$ cat src/rtl/fetch_pkg.sv
// Shared types and constants for the instruction-fetch sequencer.
package fetch_pkg;

  // One fetch bundle is two 32-bit slots; sequential fetch advances a whole bundle.
  localparam logic [31:0] FETCH_STEP = 32'd8;
  localparam logic [31:0] SLOT_STEP  = 32'd4;

  // Slot 0 sits in the upper half of the bundle at the bundle pc, slot 1 in the lower half at pc+4.
  localparam int SLOT0_HI = 63;
  localparam int SLOT0_LO = 32;
  localparam int SLOT1_HI = 31;
  localparam int SLOT1_LO = 0;

  typedef struct packed {
    logic [31:0] pc;
    logic [63:0] ir;
    logic        dual;
  } fetch_entry_t;

  // Fetch addresses are always word aligned.
  function automatic logic [31:0] align_pc(input logic [31:0] a);
    return {a[31:2], 2'b00};
  endfunction

endpackage

$ cat src/rtl/fetch_fifo.sv
// Fetch buffer between the icache response and decode.
// Push and pop may coincide (also when full); flush empties it in one cycle.
// While empty the head output keeps showing the last value it presented.
module fetch_fifo
  import fetch_pkg::*;
#(
  parameter int DEPTH = 4
) (
  input  logic                     clk,
  input  logic                     rstn,
  input  logic                     i_push,
  input  logic                     i_pop,
  input  logic                     i_flush,
  input  fetch_entry_t             i_data,
  output fetch_entry_t             o_head,
  output logic                     o_valid,
  output logic [$clog2(DEPTH):0]   o_count
);

  localparam int AW = $clog2(DEPTH);
  localparam int CW = AW + 1;

  fetch_entry_t   r_mem [DEPTH];
  fetch_entry_t   r_last;
  logic [AW-1:0]  r_rd_ptr;
  logic [AW-1:0]  r_wr_ptr;
  logic [CW-1:0]  r_count;
  logic           w_pop;

  assign o_valid = (r_count != '0);
  assign w_pop   = i_pop && o_valid;
  assign o_count = r_count;
  assign o_head  = o_valid ? r_mem[r_rd_ptr] : r_last;

  // Storage write; contents need no reset because count gates visibility.
  always_ff @(posedge clk) begin
    if (i_push && !i_flush) begin
      r_mem[r_wr_ptr] <= i_data;
    end
  end

  // Pointer and occupancy update; flush wins over push/pop.
  always_ff @(posedge clk or negedge rstn) begin
    if (!rstn) begin
      r_rd_ptr <= '0;
      r_wr_ptr <= '0;
      r_count  <= '0;
    end else if (i_flush) begin
      r_rd_ptr <= '0;
      r_wr_ptr <= '0;
      r_count  <= '0;
    end else begin
      if (i_push) r_wr_ptr <= r_wr_ptr + AW'(1);
      if (w_pop)  r_rd_ptr <= r_rd_ptr + AW'(1);
      r_count <= r_count + CW'(i_push) - CW'(w_pop);
    end
  end

  // Remember what was presented so the outputs hold once the buffer drains.
  always_ff @(posedge clk or negedge rstn) begin
    if (!rstn) begin
      r_last <= '0;
    end else begin
      r_last <= o_head;
    end
  end

endmodule

$ cat src/rtl/fetch_ctrl.sv
// Instruction-fetch sequencer: drives the icache pc, tracks the single
// outstanding request, handles redirect/replay/realign and feeds decode
// through fetch_fifo.
// Optional build macro FETCH_PERF_EN adds replay/realign/stall counters.
module fetch_ctrl
  import fetch_pkg::*;
#(
  parameter logic [31:0] RESET_PC = 32'h0000_0000,
  parameter int          DEPTH    = 4
) (
  input  logic        clk,
  input  logic        rstn,
  output logic [31:0] pc,
  input  logic        icache_valid,
  input  logic [63:0] ir,
  input  logic        flag,
  input  logic        redirect_valid,
  input  logic [31:0] redirect_pc,
  output logic        out_valid,
  input  logic        out_ready,
  output logic [31:0] out_pc,
  output logic [63:0] out_ir,
  output logic        out_dual
`ifdef FETCH_PERF_EN
  ,
  output logic [31:0] perf_replay,
  output logic [31:0] perf_realign,
  output logic [31:0] perf_stall
`endif
);

  localparam int CW = $clog2(DEPTH) + 1;

  logic [31:0]   r_pc;
  logic [31:0]   r_pc_q;
  logic          r_inflight;
  logic [CW-1:0] w_count;
  logic          w_credit;
  logic          w_issue;
  logic          w_resp;
  logic          w_replay;
  logic          w_realign;
  logic          w_push;
  logic          w_pop;
  fetch_entry_t  w_entry;
  fetch_entry_t  w_head;

  // Credit counts the response still in flight so a push can never overflow.
  assign w_credit  = ({1'b0, w_count} + (CW+1)'(r_inflight)) < (CW+1)'(DEPTH);
  assign w_issue   = !redirect_valid && w_credit;
  // A redirect drops the response arriving in the same cycle.
  assign w_resp    = r_inflight && !redirect_valid;
  assign w_replay  = w_resp && !icache_valid;
  assign w_realign = w_resp && icache_valid && !flag;
  assign w_push    = w_resp && icache_valid;

  // Decode handshake: the head transfers on a cycle where out_valid and
  // out_ready are both high; out_valid never depends on out_ready, and the
  // head stays stable until it transfers or a redirect flushes the buffer.
  assign w_pop     = out_valid && out_ready;

  assign w_entry   = '{pc: r_pc_q, ir: ir, dual: flag};
  assign pc        = r_pc;
  assign out_pc    = w_head.pc;
  assign out_ir    = w_head.ir;
  assign out_dual  = w_head.dual;

  // Pc / outstanding-request tracking; replay and realign squash the speculative issue.
  always_ff @(posedge clk or negedge rstn) begin
    if (!rstn) begin
      r_pc       <= RESET_PC;
      r_pc_q     <= RESET_PC;
      r_inflight <= 1'b0;
    end else if (redirect_valid) begin
      r_pc       <= align_pc(redirect_pc);
      r_inflight <= 1'b0;
    end else if (w_replay) begin
      r_pc       <= r_pc_q;
      r_inflight <= 1'b0;
    end else if (w_realign) begin
      r_pc       <= r_pc_q + SLOT_STEP;
      r_inflight <= 1'b0;
    end else if (w_issue) begin
      r_pc_q     <= r_pc;
      r_pc       <= r_pc + FETCH_STEP;
      r_inflight <= 1'b1;
    end else begin
      r_inflight <= 1'b0;
    end
  end

  fetch_fifo #(
    .DEPTH (DEPTH)
  ) u_fifo (
    .clk     (clk),
    .rstn    (rstn),
    .i_push  (w_push),
    .i_pop   (w_pop),
    .i_flush (redirect_valid),
    .i_data  (w_entry),
    .o_head  (w_head),
    .o_valid (out_valid),
    .o_count (w_count)
  );

`ifdef FETCH_PERF_EN
  logic [31:0] r_perf_replay;
  logic [31:0] r_perf_realign;
  logic [31:0] r_perf_stall;
  logic        w_stall;

  assign w_stall      = !redirect_valid && !w_credit;
  assign perf_replay  = r_perf_replay;
  assign perf_realign = r_perf_realign;
  assign perf_stall   = r_perf_stall;

  // Saturating event counters.
  always_ff @(posedge clk or negedge rstn) begin
    if (!rstn) begin
      r_perf_replay  <= '0;
      r_perf_realign <= '0;
      r_perf_stall   <= '0;
    end else begin
      if (w_replay  && (r_perf_replay  != 32'hFFFF_FFFF)) r_perf_replay  <= r_perf_replay  + 32'd1;
      if (w_realign && (r_perf_realign != 32'hFFFF_FFFF)) r_perf_realign <= r_perf_realign + 32'd1;
      if (w_stall   && (r_perf_stall   != 32'hFFFF_FFFF)) r_perf_stall   <= r_perf_stall   + 32'd1;
    end
  end
`endif

endmodule

$ cat config.mk
export PLATFORM = sky130hd
export DESIGN_NAME = fetch_ctrl
export DESIGN_NICKNAME = d
export VERILOG_FILES = /design/src/rtl/fetch_pkg.sv /design/src/rtl/fetch_fifo.sv /design/src/rtl/fetch_ctrl.sv
export SDC_FILE = /design/constraint.sdc
export NUM_CORES = 1
export LEC_CHECK = 0
export CAP_MARGIN = 15
export CORE_MARGIN = 10
export CORE_UTILIZATION = 35
export CTS_CLUSTER_SIZE = 25
export DETAILED_ROUTE_END_ITERATION = 10
export PLACE_DENSITY = 0.55
export SYNTH_ARGS = -nofsm -noshare
export SYNTH_HDL_FRONTEND = slang
export SYNTH_SLANG_ARGS = --single-unit
$ cat constraint.sdc
create_clock -name clk -period 5.54 [get_ports clk]
set_input_delay 0.554 -clock clk [delete_from_list [all_inputs] [get_ports clk]]
set_output_delay 0.554 -clock clk [all_outputs]
set_load 0.1 [all_outputs]
==> flow_summary.toml <==
[drt]
drt_iter0_markers = 993
detail-route-antenna-nets = 0
vias_after_detailed_routing = 12400
drt_drc_violations_left = 0
post_drt_wl_per_cell_um = 23.1
route.detailed.vias_per_inst = 5.18
total_iterations_of_the_first_detailed_routing_run = 5
wl_mm = 55.3

[clock_network]
cts_buffers = 66
path_clk_slew_ns = 0.06
post_cts.repair.setup_buffers = 0
cts_root_buffer = "sky130_fd_sc_hd__clkbuf_16"
post_cts_resized = 0
cts_hold_repair.buffers = 1
cts_max_level = 3
clk_latency_ns = 0.59
tritoncts_num_sinks = 557
max-clock-path-buffers = 3
cts_tree = "yes"

[floorplanning]
fp.coreArea_mm2 = 0.0630
ios = 232
rows = 92
initial_utilization_pct = 35.3
dieWidth_um = 272
die_height_um = 272
die_area_mm2 = 0.0740

[worst_setup_path]
critPathRequiredTime_ns = 4.99
critical_path_source_type = "register"
critPathCaptureType = "output pin"
maximum_fanout_along_the_worst_path = 34
cp.buffers_inverters = 2
timing.critical_path.max_delay_family = "buffers and inverters"
critical_path_class = "register to output pin"
timing.critical_path.cells = "buf_12, mux4_2, mux2_2, clkdlybuf4s50_1"
setup.reg_to_reg.worst_slack_ns = 2.74
critical_path_arrival_ns = 3.77
largest_incremental_delay_on_the_critical_path_ns = 1.05
slowest_stage = "sky130_fd_sc_hd__clkdlybuf4s50_1"

[final_layout]
number_of_nets_at_the_end_of_the_flow = 1610
fraction_of_layout_instances_using_a_drive_strength_above_1_pct = 23.9
antenna_cells = 0
final_util_pct = 44.1
syn_to_final_growth_pct = 25.0

[timing]
fmax_mhz = 231
totalNegativeSetupSlack_ns = 0
max_slew.worst_pin.slew_ns = 1.15
fin_skew_ns = 0.0233
hold_slack_ns = 0.495
period_share_pct = 78.0
slew_headroom_pct = 23.0
finalSetupViolCount = 0
finalHoldViolCount = 0
fin_crit_ns = 4.32
grt_setup_unrepaired = "no"
timing.final.max_slew_violations = 0

[yosys]
portion_of_the_post_synthesis_area_used_by_sequential_elements_pct = 71.4
yosysTopAreaCellShare_pct = 52.4
syn-instance-count = 1240
ys.flop_type = "sky130_fd_sc_hd__edfxtp_1"
syn_nets = 1351
synth_top_cells_by_area = "sky130_fd_sc_hd__edfxtp_1, sky130_fd_sc_hd__dfrtp_1, sky130_fd_sc_hd__mux4_2"
synth.yosys.warnings = 0
synth-seq-cells = 557
synthDominantAreaCellType = "sky130_fd_sc_hd__edfxtp_1"
mappedNetlistArea_mm2 = 0.0222
avgSynthCellArea_um2 = 17.9
synth_cell_types = 74
postSynth.asyncResetShare_pct = 30.3
synth-edff-count = 388

[place]
finalWeightedCongestion = 0.878
portBuffers = 229
post-dp-hpwl_mm = 33.3

[global_route]
grt_pass1_vias = 13200
grt_max_degree = 106
globalRoute.totalOverflow = 0
grt_pass1_wl_mm = 84.0
antenna_violations_before_repair = 2
track_usage_pct = 14.9

[worst_hold_path]
holdCritPathClass = "register to register"

[job]
drv_cap = 0

[run_status]
status = "finished, final reports clean"
-- metrics by stage --
step,setup slack [ns],instance area [µm²],cells
3_5_place_dp,1.76,25600,2276
4_1_cts,1.09,27800,2396
2_1_floorplan,1.77,22200,1240
3_3_place_gp,1.76,25600,2276
5_1_grt,1.01,27800,2396
6_report,1.22,27800,2396
-- cell type report --
cell class / instances / area [µm²]
clock buffers: 82 / 1750
repair buffers: 253 / 2580
flip-flops and latches: 557 / 15900
fillers: 5541 / 35200
clock inverters: 37 / 427
well taps: 846 / 1060
multi-input cells: 612 / 6060
inverters: 9 / 33.8
-- metal layers --
layer	GRT usage (%)	wire, µm	vias to the layer above
li1	-	-	5448
met1	19.3	24200	6493
met2	24.4	26700	390
met3	3.56	3390	76
met4	4.44	1020	4
met5	0	27	-
-- registers in the layout, indices dropped and copies added (netlist names) --
| signal | flops |
|---|---|
| u_fifo.r_rd_ptr | 2 |
| r_pc_q | 32 |
| pc | 32 |
| u_fifo.r_wr_ptr | 2 |
| u_fifo.r_last | 97 |
| u_fifo.o_count | 3 |
| u_fifo.r_mem | 388 |
| r_inflight | 1 |
-- cells by family (layout without fill, tap and decap cells) --
family | after synthesis | count (layout) | synth area share [%]
flops | 557 | 557 | 71.4
mux | 222 | 222 | 16.1
simple gates | 215 | 215 | 5.20
compound gates | 135 | 135 | 4.09
buf+inv | 71 | 381 | 1.37
xor+xnor | 31 | 31 | 1.22
fa+ha+maj | 9 | 9 | 0.540
-- synthesized netlist by cell type (2+ instances only) --
cell	n
sky130_fd_sc_hd__o41ai_1	2
sky130_fd_sc_hd__xnor2_1	18
sky130_fd_sc_hd__a41oi_1	2
sky130_fd_sc_hd__buf_2	18
sky130_fd_sc_hd__and2_1	5
sky130_fd_sc_hd__mux2_2	123
sky130_fd_sc_hd__mux4_2	97
sky130_fd_sc_hd__o22ai_1	16
sky130_fd_sc_hd__inv_1	7
sky130_fd_sc_hd__o21ai_0	34
sky130_fd_sc_hd__nand4_4	3
sky130_fd_sc_hd__a222oi_1	4
sky130_fd_sc_hd__o221ai_1	2
sky130_fd_sc_hd__nand4_1	16
sky130_fd_sc_hd__o31a_1	2
sky130_fd_sc_hd__o31ai_1	8
sky130_fd_sc_hd__nand2_1	63
sky130_fd_sc_hd__clkinv_1	2
sky130_fd_sc_hd__a31o_2	2
sky130_fd_sc_hd__mux2i_1	2
sky130_fd_sc_hd__nor3_1	14
sky130_fd_sc_hd__ha_1	8
sky130_fd_sc_hd__nand2b_1	2
sky130_fd_sc_hd__a221o_1	3
sky130_fd_sc_hd__nor4_4	2
sky130_fd_sc_hd__buf_4	2
sky130_fd_sc_hd__edfxtp_1	388
sky130_fd_sc_hd__nor2_1	50
sky130_fd_sc_hd__o211ai_1	2
sky130_fd_sc_hd__a21oi_1	21
sky130_fd_sc_hd__nor3_4	2
sky130_fd_sc_hd__dfrtp_1	169
sky130_fd_sc_hd__a21o_1	2
sky130_fd_sc_hd__buf_1	3
sky130_fd_sc_hd__nand3_1	24
sky130_fd_sc_hd__a211oi_1	7
sky130_fd_sc_hd__xor2_1	13
sky130_fd_sc_hd__or3_1	2
sky130_fd_sc_hd__and3_1	9
sky130_fd_sc_hd__nor4_1	9
sky130_fd_sc_hd__a31oi_1	9
sky130_fd_sc_hd__clkbuf_1	37
sky130_fd_sc_hd__a221oi_1	5
-- placed cells by master (no fill, tap or decap), types with 8 or more instances in the layout --
cell                                n
sky130_fd_sc_hd__edfxtp_1         388
sky130_fd_sc_hd__clkdlybuf4s50_1  228
sky130_fd_sc_hd__dfrtp_1          167
sky130_fd_sc_hd__mux2_2           123
sky130_fd_sc_hd__mux4_2            97
sky130_fd_sc_hd__clkbuf_16         67
sky130_fd_sc_hd__nand2_1           63
sky130_fd_sc_hd__nor2_1            50
sky130_fd_sc_hd__o21ai_0           34
sky130_fd_sc_hd__nand3_1           24
sky130_fd_sc_hd__a21oi_1           21
sky130_fd_sc_hd__xnor2_1           18
sky130_fd_sc_hd__nand4_1           16
sky130_fd_sc_hd__o22ai_1           16
sky130_fd_sc_hd__buf_4             15
sky130_fd_sc_hd__nor3_1            14
sky130_fd_sc_hd__xor2_1            13
sky130_fd_sc_hd__clkbuf_1          13
sky130_fd_sc_hd__clkinv_2          10
sky130_fd_sc_hd__and3_1             9
sky130_fd_sc_hd__a31oi_1            9
sky130_fd_sc_hd__nor4_1             9
sky130_fd_sc_hd__o31ai_1            8
sky130_fd_sc_hd__ha_1               8
sky130_fd_sc_hd__buf_12             8
-- worst paths after layout --
path                                     from                  to  cells after the start
setup / recovery           u_fifo.r_rd_ptr[0]           out_pc[6]                      4
hold / removal              u_fifo.r_last[22]   u_fifo.r_last[22]                      1
setup reg to reg            u_fifo.o_count[1]              pc[16]                      7
hold reg to reg             u_fifo.r_last[22]   u_fifo.r_last[22]                      1
max in group asynchronous                rstn  u_fifo.r_rd_ptr[0]                      3
min in group asynchronous                rstn   u_fifo.r_last[27]                      2
Power is not shown: default switching activity piles up to over one toggle a cycle in this logic, so the estimate is an artifact.
